===== src/rtl/vga_timing_gen_p_if.sv =====
// Pixel/config/video bundle for vga_timing_gen_p.
// The slave side is the timing generator; the master side is the pixel source and display sink.
interface vga_timing_gen_p_if #(
  parameter int CW = 13,
  parameter int DW = 8
);
  logic [DW-1:0] iRed;
  logic [DW-1:0] iGreen;
  logic [DW-1:0] iBlue;
  logic          iGray;
  logic [15:0]   iVideo_W;
  logic [15:0]   iVideo_H;
  logic [15:0]   iX_OFF;
  logic [15:0]   iY_OFF;
`ifdef VGA_TESTPAT_EN
  logic          iTestPat;
`endif
  logic          oRequest;
  logic          oFrameStart;
  logic          oFrameDone;
  logic [DW-1:0] oVGA_R;
  logic [DW-1:0] oVGA_G;
  logic [DW-1:0] oVGA_B;
  logic          oVGA_H_SYNC;
  logic          oVGA_V_SYNC;
  logic          oVGA_BLANK;
  logic          oVGA_SYNC;
  logic [CW-1:0] H_Cont;
  logic [CW-1:0] V_Cont;

  modport slave (
    input  iRed, iGreen, iBlue, iGray, iVideo_W, iVideo_H, iX_OFF, iY_OFF,
`ifdef VGA_TESTPAT_EN
    input  iTestPat,
`endif
    output oRequest, oFrameStart, oFrameDone, oVGA_R, oVGA_G, oVGA_B,
    output oVGA_H_SYNC, oVGA_V_SYNC, oVGA_BLANK, oVGA_SYNC, H_Cont, V_Cont
  );

  modport master (
    output iRed, iGreen, iBlue, iGray, iVideo_W, iVideo_H, iX_OFF, iY_OFF,
`ifdef VGA_TESTPAT_EN
    output iTestPat,
`endif
    input  oRequest, oFrameStart, oFrameDone, oVGA_R, oVGA_G, oVGA_B,
    input  oVGA_H_SYNC, oVGA_V_SYNC, oVGA_BLANK, oVGA_SYNC, H_Cont, V_Cont
  );
endinterface


===== src/rtl/vga_timing_gen_p.sv =====
// VGA/DVI raster timing with a per-frame shadowed pixel window and a two-stage output pipeline.
// Build macro VGA_TESTPAT_EN adds iTestPat and an internal 8-bar colour pattern.
module vga_timing_gen_p #(
  parameter int CW     = 13,
  parameter int DW     = 8,
  parameter int H_ACT  = 640,
  parameter int H_FP   = 16,
  parameter int H_SYNC = 96,
  parameter int H_BP   = 48,
  parameter int V_ACT  = 480,
  parameter int V_FP   = 10,
  parameter int V_SYNC = 2,
  parameter int V_BP   = 33,
  parameter int HS_POL = 0,
  parameter int VS_POL = 0
) (
  input logic               iCLK,
  input logic               iRST,
  vga_timing_gen_p_if.slave vif
);
  localparam int H_TOT = H_SYNC + H_BP + H_ACT + H_FP;
  localparam int V_TOT = V_SYNC + V_BP + V_ACT + V_FP;
  localparam int AW    = 18;
  localparam int SW    = DW + 2;

  localparam logic [CW-1:0] H_LAST     = CW'(H_TOT - 1);
  localparam logic [CW-1:0] V_LAST     = CW'(V_TOT - 1);
  localparam logic [CW-1:0] H_SYNC_END = CW'(H_SYNC);
  localparam logic [CW-1:0] V_SYNC_END = CW'(V_SYNC);
  localparam logic [AW-1:0] X0         = AW'(H_SYNC + H_BP);
  localparam logic [AW-1:0] X_END      = AW'(H_SYNC + H_BP + H_ACT);
  localparam logic [AW-1:0] Y0         = AW'(V_SYNC + V_BP);
  localparam logic [AW-1:0] Y_END      = AW'(V_SYNC + V_BP + V_ACT);
  localparam logic          HS_ON      = 1'(HS_POL);
  localparam logic          VS_ON      = 1'(VS_POL);

  logic [CW-1:0] r_h_cont, r_v_cont;
  logic [15:0]   r_w, r_h, r_xo, r_yo;
  logic          r1_hs, r1_vs, r1_de, r1_req, r_done;
  logic          r_hs_pin, r_vs_pin, r_blank;
  logic [DW-1:0] r_red, r_green, r_blue;

  logic          w_frame_top;
  logic [AW-1:0] w_h_ext, w_v_ext;
  logic [AW-1:0] w_xs, w_xe, w_xclip, w_ys, w_ye, w_yclip;
  logic          w_in_win, w_last, w_req, w_de;
  logic [SW-1:0] w_sum;
  logic [DW-1:0] w_gray;
  logic [DW-1:0] w_red, w_green, w_blue;

  assign w_frame_top = (r_h_cont == '0) && (r_v_cont == '0);

  always_ff @(posedge iCLK) begin
    if (iRST) begin
      r_h_cont <= '0;
      r_v_cont <= '0;
    end else if (r_h_cont == H_LAST) begin
      r_h_cont <= '0;
      r_v_cont <= (r_v_cont == V_LAST) ? '0 : r_v_cont + 1'b1;
    end else begin
      r_h_cont <= r_h_cont + 1'b1;
    end
  end

  // Geometry is only sampled at the top of the frame so the window never tears.
  always_ff @(posedge iCLK) begin
    if (iRST) begin
      r_w  <= '0;
      r_h  <= '0;
      r_xo <= '0;
      r_yo <= '0;
    end else if (w_frame_top) begin
      r_w  <= vif.iVideo_W;
      r_h  <= vif.iVideo_H;
      r_xo <= vif.iX_OFF;
      r_yo <= vif.iY_OFF;
    end
  end

  assign w_h_ext = AW'(r_h_cont);
  assign w_v_ext = AW'(r_v_cont);
  assign w_xs    = X0 + AW'(r_xo);
  assign w_xe    = w_xs + AW'(r_w);
  assign w_xclip = (w_xe < X_END) ? w_xe : X_END;
  assign w_ys    = Y0 + AW'(r_yo);
  assign w_ye    = w_ys + AW'(r_h);
  assign w_yclip = (w_ye < Y_END) ? w_ye : Y_END;

  // Window start is never left of the active start, and the clipped end never right of it.
  assign w_in_win = (w_h_ext >= w_xs) && (w_h_ext < w_xclip) &&
                    (w_v_ext >= w_ys) && (w_v_ext < w_yclip);
  assign w_last   = (w_h_ext + AW'(1) == w_xclip) && (w_v_ext + AW'(1) == w_yclip);
  assign w_de     = (w_h_ext >= X0) && (w_h_ext < X_END) &&
                    (w_v_ext >= Y0) && (w_v_ext < Y_END);

`ifdef VGA_TESTPAT_EN
  localparam int BAR_W = (H_ACT / 8 > 0) ? H_ACT / 8 : 1;
  logic       r1_tp;
  logic [2:0] r1_bar;

  assign w_req = w_in_win & ~iRST & ~vif.iTestPat;

  always_ff @(posedge iCLK) begin
    if (iRST) begin
      r1_tp  <= 1'b0;
      r1_bar <= '0;
    end else begin
      r1_tp  <= vif.iTestPat;
      r1_bar <= 3'((w_h_ext - X0) / AW'(BAR_W));
    end
  end
`else
  assign w_req = w_in_win & ~iRST;
`endif

  always_ff @(posedge iCLK) begin
    if (iRST) begin
      r1_hs  <= 1'b0;
      r1_vs  <= 1'b0;
      r1_de  <= 1'b0;
      r1_req <= 1'b0;
      r_done <= 1'b0;
    end else begin
      r1_hs  <= (r_h_cont < H_SYNC_END);
      r1_vs  <= (r_v_cont < V_SYNC_END);
      r1_de  <= w_de;
      r1_req <= w_req;
      r_done <= w_req & w_last;
    end
  end

  assign w_sum  = SW'(vif.iRed) + SW'(vif.iGreen) + SW'(vif.iBlue);
  assign w_gray = DW'(w_sum / SW'(3));

  always_comb begin
    w_red   = '0;
    w_green = '0;
    w_blue  = '0;
    if (r1_req) begin
      if (vif.iGray) begin
        w_red   = w_gray;
        w_green = w_gray;
        w_blue  = w_gray;
      end else begin
        w_red   = vif.iRed;
        w_green = vif.iGreen;
        w_blue  = vif.iBlue;
      end
    end
`ifdef VGA_TESTPAT_EN
    if (r1_tp && r1_de) begin
      w_red   = {DW{r1_bar[2]}};
      w_green = {DW{r1_bar[1]}};
      w_blue  = {DW{r1_bar[0]}};
    end
`endif
  end

  always_ff @(posedge iCLK) begin
    if (iRST) begin
      r_hs_pin <= ~HS_ON;
      r_vs_pin <= ~VS_ON;
      r_blank  <= 1'b0;
      r_red    <= '0;
      r_green  <= '0;
      r_blue   <= '0;
    end else begin
      r_hs_pin <= r1_hs ? HS_ON : ~HS_ON;
      r_vs_pin <= r1_vs ? VS_ON : ~VS_ON;
      r_blank  <= r1_de;
      r_red    <= w_red;
      r_green  <= w_green;
      r_blue   <= w_blue;
    end
  end

  assign vif.oRequest    = w_req;
  assign vif.oFrameStart = w_frame_top & ~iRST;
  assign vif.oFrameDone  = r_done;
  assign vif.oVGA_R      = r_red;
  assign vif.oVGA_G      = r_green;
  assign vif.oVGA_B      = r_blue;
  assign vif.oVGA_H_SYNC = r_hs_pin;
  assign vif.oVGA_V_SYNC = r_vs_pin;
  assign vif.oVGA_BLANK  = r_blank;
  assign vif.oVGA_SYNC   = 1'b0;
  assign vif.H_Cont      = r_h_cont;
  assign vif.V_Cont      = r_v_cont;
endmodule


===== src/flat_wrapper.sv =====
// flat-port wrapper written by rule: the top's interface ports become plain ports
module vga_timing_gen_p_flat 
#(
  parameter int CW     = 13,
  parameter int DW     = 8,
  parameter int H_ACT  = 640,
  parameter int H_FP   = 16,
  parameter int H_SYNC = 96,
  parameter int H_BP   = 48,
  parameter int V_ACT  = 480,
  parameter int V_FP   = 10,
  parameter int V_SYNC = 2,
  parameter int V_BP   = 33,
  parameter int HS_POL = 0,
  parameter int VS_POL = 0
)
  (iCLK, iRST, vif_iRed, vif_iGreen, vif_iBlue, vif_iGray, vif_iVideo_W, vif_iVideo_H, vif_iX_OFF, vif_iY_OFF, vif_oRequest, vif_oFrameStart, vif_oFrameDone, vif_oVGA_R, vif_oVGA_G, vif_oVGA_B, vif_oVGA_H_SYNC, vif_oVGA_V_SYNC, vif_oVGA_BLANK, vif_oVGA_SYNC, vif_H_Cont, vif_V_Cont);
  vga_timing_gen_p_if #(.CW(CW), .DW(DW)) vif_i ();
  input logic iCLK;
  input logic iRST;
  input wire logic [$bits(vif_i.iRed)-1:0] vif_iRed;
  input wire logic [$bits(vif_i.iGreen)-1:0] vif_iGreen;
  input wire logic [$bits(vif_i.iBlue)-1:0] vif_iBlue;
  input wire logic [$bits(vif_i.iGray)-1:0] vif_iGray;
  input wire logic [$bits(vif_i.iVideo_W)-1:0] vif_iVideo_W;
  input wire logic [$bits(vif_i.iVideo_H)-1:0] vif_iVideo_H;
  input wire logic [$bits(vif_i.iX_OFF)-1:0] vif_iX_OFF;
  input wire logic [$bits(vif_i.iY_OFF)-1:0] vif_iY_OFF;
  output wire logic [$bits(vif_i.oRequest)-1:0] vif_oRequest;
  output wire logic [$bits(vif_i.oFrameStart)-1:0] vif_oFrameStart;
  output wire logic [$bits(vif_i.oFrameDone)-1:0] vif_oFrameDone;
  output wire logic [$bits(vif_i.oVGA_R)-1:0] vif_oVGA_R;
  output wire logic [$bits(vif_i.oVGA_G)-1:0] vif_oVGA_G;
  output wire logic [$bits(vif_i.oVGA_B)-1:0] vif_oVGA_B;
  output wire logic [$bits(vif_i.oVGA_H_SYNC)-1:0] vif_oVGA_H_SYNC;
  output wire logic [$bits(vif_i.oVGA_V_SYNC)-1:0] vif_oVGA_V_SYNC;
  output wire logic [$bits(vif_i.oVGA_BLANK)-1:0] vif_oVGA_BLANK;
  output wire logic [$bits(vif_i.oVGA_SYNC)-1:0] vif_oVGA_SYNC;
  output wire logic [$bits(vif_i.H_Cont)-1:0] vif_H_Cont;
  output wire logic [$bits(vif_i.V_Cont)-1:0] vif_V_Cont;
  assign vif_i.iRed = vif_iRed;
  assign vif_i.iGreen = vif_iGreen;
  assign vif_i.iBlue = vif_iBlue;
  assign vif_i.iGray = vif_iGray;
  assign vif_i.iVideo_W = vif_iVideo_W;
  assign vif_i.iVideo_H = vif_iVideo_H;
  assign vif_i.iX_OFF = vif_iX_OFF;
  assign vif_i.iY_OFF = vif_iY_OFF;
  assign vif_oRequest = vif_i.oRequest;
  assign vif_oFrameStart = vif_i.oFrameStart;
  assign vif_oFrameDone = vif_i.oFrameDone;
  assign vif_oVGA_R = vif_i.oVGA_R;
  assign vif_oVGA_G = vif_i.oVGA_G;
  assign vif_oVGA_B = vif_i.oVGA_B;
  assign vif_oVGA_H_SYNC = vif_i.oVGA_H_SYNC;
  assign vif_oVGA_V_SYNC = vif_i.oVGA_V_SYNC;
  assign vif_oVGA_BLANK = vif_i.oVGA_BLANK;
  assign vif_oVGA_SYNC = vif_i.oVGA_SYNC;
  assign vif_H_Cont = vif_i.H_Cont;
  assign vif_V_Cont = vif_i.V_Cont;
  vga_timing_gen_p #(.CW(CW), .DW(DW), .H_ACT(H_ACT), .H_FP(H_FP), .H_SYNC(H_SYNC), .H_BP(H_BP), .V_ACT(V_ACT), .V_FP(V_FP), .V_SYNC(V_SYNC), .V_BP(V_BP), .HS_POL(HS_POL), .VS_POL(VS_POL)) u_core (.iCLK(iCLK), .iRST(iRST), .vif(vif_i));
endmodule

===== config.mk =====
export PLATFORM = sky130hd
export DESIGN_NAME = vga_timing_gen_p_flat
export DESIGN_NICKNAME = d
export VERILOG_FILES = /design/src/rtl/vga_timing_gen_p_if.sv /design/src/rtl/vga_timing_gen_p.sv /design/src/flat_wrapper.sv
export SDC_FILE = /design/constraint.sdc
export NUM_CORES = 1
export LEC_CHECK = 0
export ABC_AREA = 1
export BUFFER_PORTS_ARGS = -buffer_cell sky130_fd_sc_hd__buf_2
export CAP_MARGIN = 25
export CORE_MARGIN = 3
export CORE_UTILIZATION = 45
export DETAILED_ROUTE_END_ITERATION = 10
export HOLD_SLACK_MARGIN = 0.15
export PLACE_DENSITY = 0.68
export SYNTH_ARGS = -nofsm -noshare
export SYNTH_HDL_FRONTEND = slang
export SYNTH_SLANG_ARGS = --single-unit

===== constraint.sdc =====
create_clock -name iCLK -period 5.15 [get_ports iCLK]
set_clock_uncertainty 0.1 [all_clocks]
set_input_delay 1.03 -clock iCLK [delete_from_list [all_inputs] [get_ports iCLK]]
set_output_delay 1.03 -clock iCLK [all_outputs]
set_load 0.05 [all_outputs]

== Word-level counts from Yosys, hierarchy flattened ==
Cells that the tools add are included.

* Register bits after elaboration: 122
* Bits in latches: 0
* Memory bits (writable): 0
* Bits in read-only memories: 0
* Bits of input ports: 91
* Output and inout port bits: 57
* Word-level logic and storage cells: 69
* Memories kept: 0

* Add/sub/neg operators: 10
* Multiply operators: 0
* Divide/modulo/power cells: 1
* $lt $le $gt $ge: 12
* Equal/unequal tests: 4
* Shift operators: 0
* Mux-type cells: 8
* Bitwise operators: 5
* Reductions and logical operators: 12

{| class="wikitable"
|+ Operators with widths
! cell !! number
|-
| 18-bit by 16-bit adder with 18-bit output || 2
|-
| 18-bit equality test || 2
|-
| 13-bit by 18-bit greater-or-equal comparator with 1-bit output || 2
|-
| 13-bit by 18-bit < comparator with 1-bit output || 2
|-
| 18-bit by 10-bit < comparator with 1-bit output, second input constant || 2
|-
| 18-bit 2-to-1 mux || 2
|-
| 13-bit by 1-bit adder with 14-bit output, second input constant || 2
|-
| 13-bit by 1-bit adder with 13-bit output, second input constant || 2
|-
| 13-bit by 10-bit equality test with 1-bit output, second input constant || 2
|-
| 13-bit zero test || 2
|-
| 13-bit by 10-bit < comparator with 1-bit output, second input constant || 2
|-
| 8-bit 2-to-1 mux || 3
|-
| 6-bit by 16-bit adder with 17-bit output, first input constant || 1
|-
| 8-bit by 16-bit adder with 17-bit output, first input constant || 1
|-
| 13-bit by 6-bit greater-or-equal comparator with 1-bit output, second input constant || 1
|-
| 13-bit by 8-bit greater-or-equal comparator with 1-bit output, second input constant || 1
|-
| 13-bit by 2-bit < comparator with 1-bit output, second input constant || 1
|-
| 13-bit by 7-bit < comparator with 1-bit output, second input constant || 1
|-
| 13-bit 2-to-1 mux || 1
|-
| 10-bit by 8-bit adder with 10-bit output || 1
|-
| 10-bit by 2-bit divider with 10-bit output, second input constant || 1
|-
| 8-bit by 8-bit adder with 9-bit output || 1
|-
| 1-bit logical AND || 8
|-
| 2-bit OR reduction || 2
|-
| other kinds (3) || 7
|}

== Logic depth before layout (Yosys ltp) ==
Gate-level depths: netlist of run 1.

* Depth in word-level cells: 10
* Mapped depth: 44
* Gate-level depth less buffers: 44

== Worst setup path after synthesis of run 1 ==
No wires, ideal clock.

* Kind: reg2out
* Start: register u_core.r_xo[4]
* End: output vif_oRequest
* Arrival time: 5.833 ns
* Data required time: 4.020 ns
* Slack: -1.813 ns
* Stages on the path, launching flop included: 39
* Buffers on the path: 0
* Cells stage by stage: dfxtp_1 -> ha_1 -> nand2_1 -> nand2_1 -> xor2_1 -> inv_1 -> ha_1 -> a21o_1 -> a21o_1 -> nor2_1 -> nand2_1 -> nand2_1 -> inv_2 -> o21ai_1 -> nand2_1 -> a21oi_1 -> nor2_1 -> nor2_1 -> (+3 left out) -> nor3b_2 -> nand3_1 -> ha_1 -> inv_1 -> o21bai_1 -> a21oi_1 -> nor2_1 -> o21a_1 -> o21a_1 -> o21ai_0 -> nand2_1 -> a21oi_1 -> o21ai_0 -> nand3_1 -> nand2_1 -> nand2_1 -> nand2_1 -> nor4_1

* Cells in the longest elaborated chain, start to end: 9
* Elaborated cells on any way between the ends: 10
* Those cells by class: 2 x add/sub; 3 x order compare; 1 x mux; 1 x bitwise; 3 x reduce/logical

{| class="wikitable"
|+ Ends and longest elaborated chain
! item !! line !! text
|-
| start, declared || vga_timing_gen_p.sv:38 || <nowiki>logic [15:0] r_w, r_h, r_xo, r_yo;</nowiki>
|-
| start signal, assigned || vga_timing_gen_p.sv:75 || <nowiki>r_xo <= vif.iX_OFF;</nowiki>
|-
| 8-bit by 16-bit adder with 17-bit output (*) || vga_timing_gen_p.sv:82 || <nowiki>assign w_xs = X0 + AW'(r_xo);</nowiki>
|-
| 18-bit by 16-bit adder with 18-bit output || vga_timing_gen_p.sv:83 || <nowiki>assign w_xe = w_xs + AW'(r_w);</nowiki>
|-
| 18-bit by 10-bit < comparator with 1-bit output || vga_timing_gen_p.sv:84 || <nowiki>assign w_xclip = (w_xe < X_END) ? w_xe : X_END;</nowiki>
|-
| 18-bit 2-to-1 mux || vga_timing_gen_p.sv:84 ||
|-
| 13-bit by 18-bit < comparator with 1-bit output || vga_timing_gen_p.sv:90 || <nowiki>assign w_in_win = (w_h_ext >= w_xs) && (w_h_ext < w_xclip) &&</nowiki>
|-
| 1-bit logical AND (*) (2 in series) || vga_timing_gen_p.sv:90 ||
|-
| 1-bit logical AND (*) || vga_timing_gen_p.sv:91 || <nowiki>(w_v_ext >= w_ys) && (w_v_ext < w_yclip);</nowiki>
|-
| 1-bit bitwise AND (*) || vga_timing_gen_p.sv:113 || <nowiki>assign w_req = w_in_win & ~iRST;</nowiki>
|-
| end, declared || flat_wrapper.sv:29 || <nowiki>output wire logic [$bits(vif_i.oRequest)-1:0] vif_oRequest;</nowiki>
|}

Mark *: on every way between the ends. The rest lies on a longest branch, timed or not.

== Worst setup path in the final report of run 1 ==
Same ends and word-level chain as after synthesis.

==> run metrics, run 1 <==
WP data required=4020 ps; Total Wirelength=30,300 um; synthesized area=9750 sq um; Critical Path Start Type=flip-flop; layout cells sized above 1=0.333; Clock Tree Buf Depth=2; number of synthesized flops with an enable pin=0; antenna violations before repair=0; CP peak stage delay=360 ps; Die Y=153 um; Synth async-reset ratio=0; final instance area=14,000 sq um; status=complete, but fails checks; Final Max Slew Viols=0; maximum vdd drop=262 uV; Crit-path slowest cell=dfxtp_4; Reg2Reg Setup Slack=-420 ps; die area=23,500 sq um; Yosys cell types=60; Initial Util=0.461; grt ovf=0; Clk Latency, worst-skew pair=430 ps; drt drc=0; minimum clock period=6450 ps; hpwl dp=22,100 um; worst setup margin=-1300 ps; RSZ-0062 raised after global routing=true; number of global-route vias before repair=10,300; Slew @ Worst Pin=1050 ps; P_leak=7.21 nW; H-tree depth=4; critical path data arrival time=5320 ps; vias=10,700; # clock sinks=122; CTS Buf Count=17; Iter 0 DRT Violations=577; Setup TNS Final=-3150 ps; fin crit share=1.25; root buf cell=clkbuf_16; top_reg_cell synth=dfxtp_1; Post-DP Area=12,300 sq um; WHS Endpoint=u_core.vif.oVGA_V_SYNC; failing checks=negative setup slack; Final #Nets=2,014; FF-to-FF path depth=44; # diodes=0; PortBufs=146; die width=153 um; Syn. warnings=0; Mean Syn Cell Area=6.87 sq um; pwr/cell area=385 nW/um^2; Seq/Total Area, Yosys=0.250; first-pass GRT wire length=48,200 um; Hold Crit Class=reg -> reg; final hold viol count=0; cell count after synthesis=1,420; CTS clock-pin slew for the worst setup and hold paths=60 ps; Synth top cells by count=inv_1, nand2_1, a21oi_1, dfxtp_1, ha_1; num rows=53; FF+latch count, synth=122; io pins=148; Crit Path Class=reg -> out; final setup fails=8; highest achievable clock rate=0.155 GHz; largest cells by area after synthesis=dfxtp_1, ha_1, inv_1; Core ar.=21,200 sq um; post-route ant nets=0; worst-path maximum fanout=3; reg2reg end=u_core.vif.oFrameDone; nature of the critical path endpoint=primary output; Synth area leader=dfxtp_1; Finished Layout Cells=2,099; DP Cell Count=2,021; max-cap violations=0; DR vias/cell=5.11; hold_sp=u_core.r1_vs; relative slew slack=0.301; synth-to-layout area growth=43.2%; Synth top area share=0.250; largest net degree at the start of global routing=129; Routed WL per cell=14.5 um; most numerous cell in the Yosys netlist=inv_1; RePlAce Congestion=0.988; reg2reg start=u_core.r_xo[4]; TritonRoute pass-1 iters=6; gr usage total=0.247; WHS Path Cells=1; CTS tree=yes; dpl ws=-1030 ps
==> critical path: cells and delay by family (launching register included) <==
family,cells,cell delay [ps]
DFF,1,360
adders and majority gates,3,600
xor gates and xnor gates,2,340
and+or+nand+nor,19,1880
buffers and inverters,4,380
AOI/OAI and AO/OA,11,1320
==> worst max path at each step <==
| stage | endpoint | start | slack [ps] |
|---|---|---|---|
| floorplan | vif_oRequest | u_core.r_xo[4] | -680 |
| global placement | vif_oRequest | u_core.r_yo[0] | -850 |
| detailed placement | vif_oRequest | u_core.r_yo[0] | -1030 |
| CTS | vif_oRequest | u_core.r_xo[4] | -1300 |
| global route | vif_oRequest | u_core.r_xo[4] | -1730 |
| finish | vif_oRequest | u_core.r_xo[4] | -1300 |
==> cells in the final DEF, fill, tap and decap left out, drive strengths merged, types with 6 or more instances in the layout <==
| master | n |
|---|---|
| buf | 400 |
| nand3 | 68 |
| o22ai | 12 |
| dfxtp | 122 |
| xnor2 | 15 |
| o21bai | 16 |
| o21a | 7 |
| xor2 | 56 |
| clkbuf | 19 |
| inv | 268 |
| o21ai | 97 |
| conb | 7 |
| nor4 | 13 |
| nor2 | 99 |
| nor3 | 31 |
| a21oi | 159 |
| nand2 | 251 |
| o2111ai | 6 |
| ha | 108 |
| nand4 | 16 |
==> kinds of logic (layout without fill, tap and decap cells) <==
| group | count (synthesis) | in the layout | synth area share |
|---|---|---|---|
| AO/OA/AOI/OAI | 325 | 325 | 0.191 |
| other | 2 | 7 | 0.000770 |
| AND/OR/NAND/NOR | 488 | 488 | 0.227 |
| buffers and inverters | 300 | 699 | 0.120 |
| XOR/XNOR | 71 | 71 | 0.0645 |
| adder cells (fa/ha/maj) | 112 | 112 | 0.147 |
| flip-flops | 122 | 122 | 0.250 |
==> power breakdown <==
part	switching, mW	total [mW]	internal (mW)
registers	0.0546	1.07	1.01
clock network	0.484	1.31	0.828
logic	1.59	2.99	1.40
==> timing repair <==
| action | in CTS | in global routing |
|---|---|---|
| pin swaps | 17 | 46 |
| hold buffers | 0 | 0 |
| setup endpoints to repair | 8 | 18 |
| setup buffers | 41 | 12 |
| gates resized for setup | 43 | 100 |
==> flip-flops by register name (all words and copies together), names as in the netlist, 8 cells and up <==
name	flops
u_core.vif.H_Cont	13
u_core.vif.oVGA_B	8
u_core.vif.oVGA_R	8
u_core.r_h	16
u_core.r_w	16
u_core.vif.oVGA_G	8
u_core.r_yo	16
u_core.vif.V_Cont	13
u_core.r_xo	16
==> metrics by stage <==
stage / hold slack (ps) / utilization / power [mW]
floorplan: 252 / - / 2.43
global placement: 254 / 0.583 / 3.26
detailed placement: 259 / 0.583 / 3.30
CTS: 272 / 0.636 / 5.01
global route: 283 / 0.660 / 5.71
finish: 270 / 0.660 / 5.37
==> routing by layer <==
metal,part of all wire,global-route usage
met5,0,0
met4,0.026,0.0866
met3,0.064,0.0433
met2,0.45,0.400
met1,0.46,0.333
==> layout make-up <==
type	instances	area [sq um]
inverters	267	1010
multi-input cells	1003	6810
clock inverters	13	194
clock buffers	19	443
flip-flops and latches	122	2450
well taps	275	344
fillers	1772	7190
repair buffers	400	2720
Note: power is estimated with default switching activity, not from simulation.
==> run 2, diff against run 1 <==
- PLACE_DENSITY: 0.68 -> not set
- PLACE_DENSITY_LB_ADDON: not set -> 0.3
- SLEW_MARGIN: not set -> 30
==> run 2 against run 1 <==
- the flow finishes with violations (design-rule violations, negative setup slack)
- final cell count decreased by 0.29%
- design area is 1.7% lower
- combinational power down 6%
- hold slack worse by 1.4 ps
- setup slack got worse by 55 ps
- first-iteration DRC count increased by 18%
- flip-flop and latch count is the same
- non-clock buffer count shrank 6
- fmax fell by 0.84%
- utilization is 1.2 points lower
- largest power group unchanged
- highest routed layer unchanged
==> run metrics, run 2 (synthesis gave the netlist of run 1 again) <==
synth-to-layout area growth=40.7% (was 43.2%); CTS Buf Count=17 (unchanged); vias=10,700 (about the same); die width=153 um (unchanged); H-tree depth=4 (unchanged); io pins=148 (unchanged); first-pass GRT wire length=47,400 um (was 48,200 um); num rows=53 (unchanged); Crit Path Class=reg -> out (unchanged); # diodes=0 (unchanged); Reg power frac=0.205 (was 0.199); grt ovf=0 (unchanged); NetSw=2.06 mW (was 2.13 mW); highest achievable clock rate=0.154 GHz (was 0.155 GHz); relative slew slack=0.309 (was 0.301); die area=23,500 sq um (unchanged); Routed WL per cell=14.2 um (was 14.5 um); max-cap violations=0 (unchanged); Critical Path Start Type=flip-flop (unchanged); filler instances=1,802 (was 1,772); layout cells sized above 1=0.320 (was 0.333); post-route ant nets=0 (unchanged); most common cell after layout, fill and taps aside=inv_1 (unchanged); CTS clock-pin slew for the worst setup and hold paths=70 ps (was 60 ps); Setup TNS Final=-2670 ps (was -3150 ps); # clock sinks=122 (unchanged); maximum vdd drop=291 uV (was 262 uV); root buf cell=clkbuf_16 (unchanged); Final Max Slew Viols=0 (unchanged); PortBufs=146 (unchanged); RSZ-0062 raised after global routing=true (unchanged); pwr/cell area=380 nW/um^2 (was 385 nW/um^2); reg2reg end=u_core.vif.oFrameDone (unchanged); Iter 0 DRT Violations=683 (was 577); internal cell power=3.15 mW (was 3.24 mW); Slew @ Worst Pin=1030 ps (was 1050 ps); Final #Nets=2,008 (was 2,014); failing checks=design-rule violations, negative setup slack (was negative setup slack); critical path data arrival time=5370 ps (was 5320 ps); worst setup margin=-1350 ps (was -1300 ps); Clk Latency, worst-skew pair=430 ps (about the same); Crit-path slowest cell=dfxtp_4 (unchanged); nature of the critical path endpoint=primary output (unchanged); drt drc=1 (was 0); net switching fraction of the power=0.395 (was 0.396); final hold viol count=0 (unchanged); FF+latch area=2450 sq um (unchanged); Hold Crit Class=reg -> reg (unchanged); CTS tree=yes (unchanged); WP data required=4020 ps (about the same); Tot Pwr=5.21 mW (was 5.37 mW); RePlAce Congestion=0.976 (was 0.988); gr usage total=0.241 (was 0.247); Clk network pwr share=0.255 (was 0.244); most frequent cells in the layout=inv_1, buf_4, nand2_1 (unchanged); reg2reg start=u_core.r_xo[5] (was u_core.r_xo[4]); number of global-route vias before repair=10,100 (was 10,300); cell mode on critical path=nand2_1; hpwl dp=22,400 um (was 22,100 um); largest net degree at the start of global routing=129 (unchanged); FF-to-FF path depth=43 (was 44); antenna violations before repair=0 (unchanged); minimum clock period=6500 ps (was 6450 ps); Reg2Reg Setup Slack=-380 ps (was -420 ps); hold_sp=u_core.r1_hs (was u_core.r1_vs); Total Wirelength=29,700 um (was 30,300 um); Initial Util=0.461 (unchanged); Core ar.=21,200 sq um (unchanged); Die Y=153 um (unchanged); worst-path maximum fanout=3 (unchanged); WHS Endpoint=u_core.vif.oVGA_H_SYNC (was u_core.vif.oVGA_V_SYNC); final setup fails=8 (unchanged); power share of the combinational group=0.541 (was 0.557); Multi-input gate area=6660 sq um (was 6810 sq um); P_leak=7.15 nW (was 7.21 nW); CP peak stage delay=370 ps (was 360 ps); DR vias/cell=5.11 (about the same); WHS Path Cells=1 (unchanged); fin crit share=1.26 (was 1.25); TritonRoute pass-1 iters=8 (was 6); Clock Tree Buf Depth=2 (unchanged); status=complete, but fails checks (unchanged)
## run 2: timing repair
| action | in CTS | in global routing |
|---|---|---|
| hold buffers | 0 | 0 |
| setup endpoints to repair | 8 | 9 |
| setup buffers | 13 | 15 |
| gates resized for setup | 27 | 81 |
| hold endpoints to repair | 0 | 0 |
| pin swaps | 40 | 70 |
| gates cloned | 0 | 0 |
## run 2: worst max-delay path by stage
stage                   endpoint           start  cells after the start  slack [ps]
floorplan           vif_oRequest  u_core.r_xo[4]                     38        -680
global placement    vif_oRequest  u_core.r_xo[4]                     39        -840
detailed placement  vif_oRequest  u_core.r_yo[0]                     31        -990
CTS                 vif_oRequest  u_core.r_xo[4]                     39       -1360
global route        vif_oRequest  u_core.r_xo[5]                     39       -1820
finish              vif_oRequest  u_core.r_xo[5]                     39       -1350
## run 2: cell type report
class,count,area share
clock inverter,14,0.0150
inverter,267,0.0736
tap,275,0.0251
clock buffer,18,0.0313
multi-input combinational,1003,0.485
timing repair buffer,394,0.191
sequential,122,0.179
## run 2: metrics by stage
step	area [sq um]	cells	hold WS, ps	worst slack (ps)	utilization
finish	13700	2093	268	-1350	0.649
global route	13700	2093	304	-1820	0.649
CTS	13300	2078	271	-1360	0.628
detailed placement	12400	2033	258	-985	0.588
global placement	12400	2033	255	-838	0.588
floorplan	9870	1425	252	-679	-
## run 2: power groups by stage
stage	Combinational [mW]	Clock (mW)	Sequential, mW
2_1_floorplan	1.35	0	1.08
3_3_place_gp	2.20	0	1.08
3_5_place_dp	2.25	0	1.08
4_1_cts	2.43	1.34	1.06
5_1_grt	3.08	1.39	1.07
6_report	2.82	1.33	1.07
## run 2: layer usage
| layer | track usage | part of all wire |
|---|---|---|
| met1 | 0.326 | 0.46 |
| met2 | 0.400 | 0.46 |
| met3 | 0.0351 | 0.059 |
| met4 | 0.0738 | 0.017 |
| met5 | 0 | 0 |
## run 2: critical path, delay by kind of cell, from the launching register on
kind            cells  cell delay (ps)
compound gates     11             1390
simple gates       19             1860
fa+ha+maj           3              610
xor+xnor            2              310
buf+inv             4              390
flops               1              370
==> run 3, diff against run 2 <==
- clock period: 5.15 -> 5.5 ns (I/O delays scaled with it)
==> run 3 against run 2 <==
- the flow finishes with violations (negative setup slack)
- sequential power shrank 7%
- register-to-register slack better by 490 ps
- final cell count decreased by 1.5%
- sequential share of layout area increased by 0.23 points
- global-route usage down 0.95 points
- hold slack worse by 0.95 ps
- die area did not move
- design area is 1.5% lower
- largest cell class unchanged
- largest power group unchanged
==> run metrics, run 3 (synthesis gave the netlist of run 1 again) <==
status=complete, but fails checks (unchanged); failing checks=negative setup slack (was design-rule violations, negative setup slack); Crit-path slowest cell=dfxtp_2 (was dfxtp_4); WP data required=4300 ps (was 4020 ps); CP delay by family, top=simple AND/OR/NAND/NOR gates (unchanged); Final Max Slew Viols=0 (unchanged); end of the critical path=vif_oRequest (unchanged); largest net degree at the start of global routing=129 (unchanged); Clk Latency, worst-skew pair=420 ps (was 430 ps); die width=153 um (unchanged); # hold bufs at CTS=0 (unchanged); most common cell after layout, fill and taps aside=inv_1 (unchanged); Met3 Wirelength=1610 um (was 1760 um); CTS tree=yes (unchanged); maximum vdd drop=277 uV (was 291 uV); gr usage total=0.232 (was 0.241); Core ar.=21,200 sq um (unchanged); most frequent cells in the layout=inv_1, buf_4, nand2_1 (unchanged); root buf cell=clkbuf_16 (unchanged); post-route ant nets=0 (unchanged); H-tree depth=4 (unchanged); Initial Util=0.461 (unchanged); RePlAce Congestion=0.929 (was 0.976); top sig layer=met4 (unchanged); Crit Path Class=reg -> out (unchanged); met1 WL=13,300 um (was 13,600 um); filler instances=1,809 (was 1,802); number of cells on the critical path=39 (unchanged); TritonRoute pass-1 iters=5 (was 8); Routed WL per cell=14.2 um (about the same); nature of the critical path endpoint=primary output (unchanged); CTS Buf Count=17 (unchanged); antenna violations before repair=0 (unchanged); CP peak stage delay=360 ps (was 370 ps); Crit path buffers/inverters=4 (unchanged); first-pass GRT wire length=45,600 um (was 47,400 um); PortBufs=146 (unchanged); num rows=53 (unchanged); grt ovf=0 (unchanged); hpwl dp=22,200 um (was 22,400 um); Worst Setup SP=u_core.r_xo[4] (was u_core.r_xo[5]); Reg2Reg Setup Slack=110 ps (was -380 ps); WL met2=13,800 um (unchanged); Tot Pwr=4.71 mW (was 5.21 mW); hold_sp=u_core.r1_vs (was u_core.r1_hs); reg2reg end=u_core.vif.oFrameDone (unchanged); Final #Nets=1,978 (was 2,008); # diodes=0 (unchanged); die area=23,500 sq um (unchanged); Die Y=153 um (unchanged); worst hold margin=268 ps (about the same); synth-to-layout area growth=38.7% (was 40.7%); io pins=148 (unchanged); FF-to-FF path depth=42 (was 43); layout cells sized above 1=0.311 (was 0.320); max-cap violations=0 (unchanged); # clock sinks=122 (unchanged); relative slew slack=0.386 (was 0.309); Slew @ Worst Pin=919 ps (was 1030 ps); CTS clock-pin slew for the worst setup and hold paths=60 ps (was 70 ps); Clock Tree Buf Depth=2 (unchanged); Hold Crit Class=reg -> reg (unchanged); number of global-route vias before repair=9,764 (was 10,100); Critical Path Start Type=flip-flop (unchanged); final setup fails=4 (was 8); fin crit share=1.19; Iter 0 DRT Violations=712 (was 683); P_leak=7.01 nW (was 7.15 nW); RSZ-0062 raised after global routing=true (unchanged); pwr/cell area=348 nW/um^2 (was 380 nW/um^2); final hold viol count=0 (unchanged); highest achievable clock rate=0.153 GHz; reg2reg start=u_core.r_xo[4] (was u_core.r_xo[5]); minimum clock period=6550 ps; cell mode on critical path=nand2_1 (unchanged); critical path data arrival time=5350 ps (was 5370 ps); DR vias/cell=5.08 (was 5.11); Total Wirelength=29,400 um (was 29,700 um); vias=10,500 (was 10,700); drt drc=0 (was 1); worst-path maximum fanout=3 (unchanged); worst setup margin=-1050 ps (was -1350 ps)
==> run 3: repair_timing <==
item,4_1_cts,5_1_grt
endpoints found under the setup margin,8,9
setup buffers,4,13
gates resized for setup,15,122
pin swaps,15,80
==> run 3: layer usage <==
metal,vias to the layer above,global-route usage
met4,0,0.0759
met1,4752,0.311
met3,58,0.0419
met2,311,0.379
met5,-,0
li1,5357,-
==> run 3: area by class of cell <==
| class | instances | area [sq um] | area share |
|---|---|---|---|
| multi-input combinational | 1003 | 6710 | 0.496 |
| sequential | 122 | 2450 | 0.181 |
| timing repair buffer | 364 | 2410 | 0.178 |
| inverter | 267 | 1010 | 0.0747 |
| clock buffer | 17 | 425 | 0.0315 |
| tap | 275 | 344 | 0.0254 |
| clock inverter | 14 | 175 | 0.0130 |
==> run 3: worst min-delay path by stage <==
stage | end | slack (ps) | cells past startpoint
2_1_floorplan | u_core.vif.oVGA_H_SYNC | 250 | 1
6_report | u_core.vif.oVGA_V_SYNC | 270 | 1
5_1_grt | u_core.vif.oVGA_V_SYNC | 300 | 1
3_5_place_dp | u_core.vif.oVGA_V_SYNC | 250 | 1
4_1_cts | u_core.vif.oVGA_V_SYNC | 270 | 1
3_3_place_gp | u_core.vif.oVGA_V_SYNC | 260 | 1
==> run 3: worst reg2reg max path, delay by kind of cell, from the launching register on <==
kind                       cells  cell delay, ps
DFF                            1             360
adders and majority gates      3             620
xor gates and xnor gates       2             320
buffers and inverters          3             170
and+or+nand+nor               23            2330
AOI/OAI and AO/OA             11            1390
==> run 3: where the power goes <==
part	switching, mW	leakage (nW)	internal (mW)
clock network	0.453	0.285	0.713
registers	0.0509	1.00	0.948
logic	1.39	5.72	1.16
total	1.89	7.01	2.82
==> run 3: through the flow <==
| stage | utilization | instance area (sq um) | std cells | worst slack (ps) | setup TNS (ps) |
|---|---|---|---|---|---|
| floorplan | - | 9790 | 1425 | -604 | -604 |
| global placement | 0.577 | 12200 | 2014 | -706 | -2540 |
| detailed placement | 0.577 | 12200 | 2014 | -833 | -3810 |
| CTS | 0.610 | 12900 | 2049 | -1170 | -1170 |
| global route | 0.639 | 13500 | 2062 | -1460 | -3130 |
| finish | 0.639 | 13500 | 2062 | -1050 | -1290 |
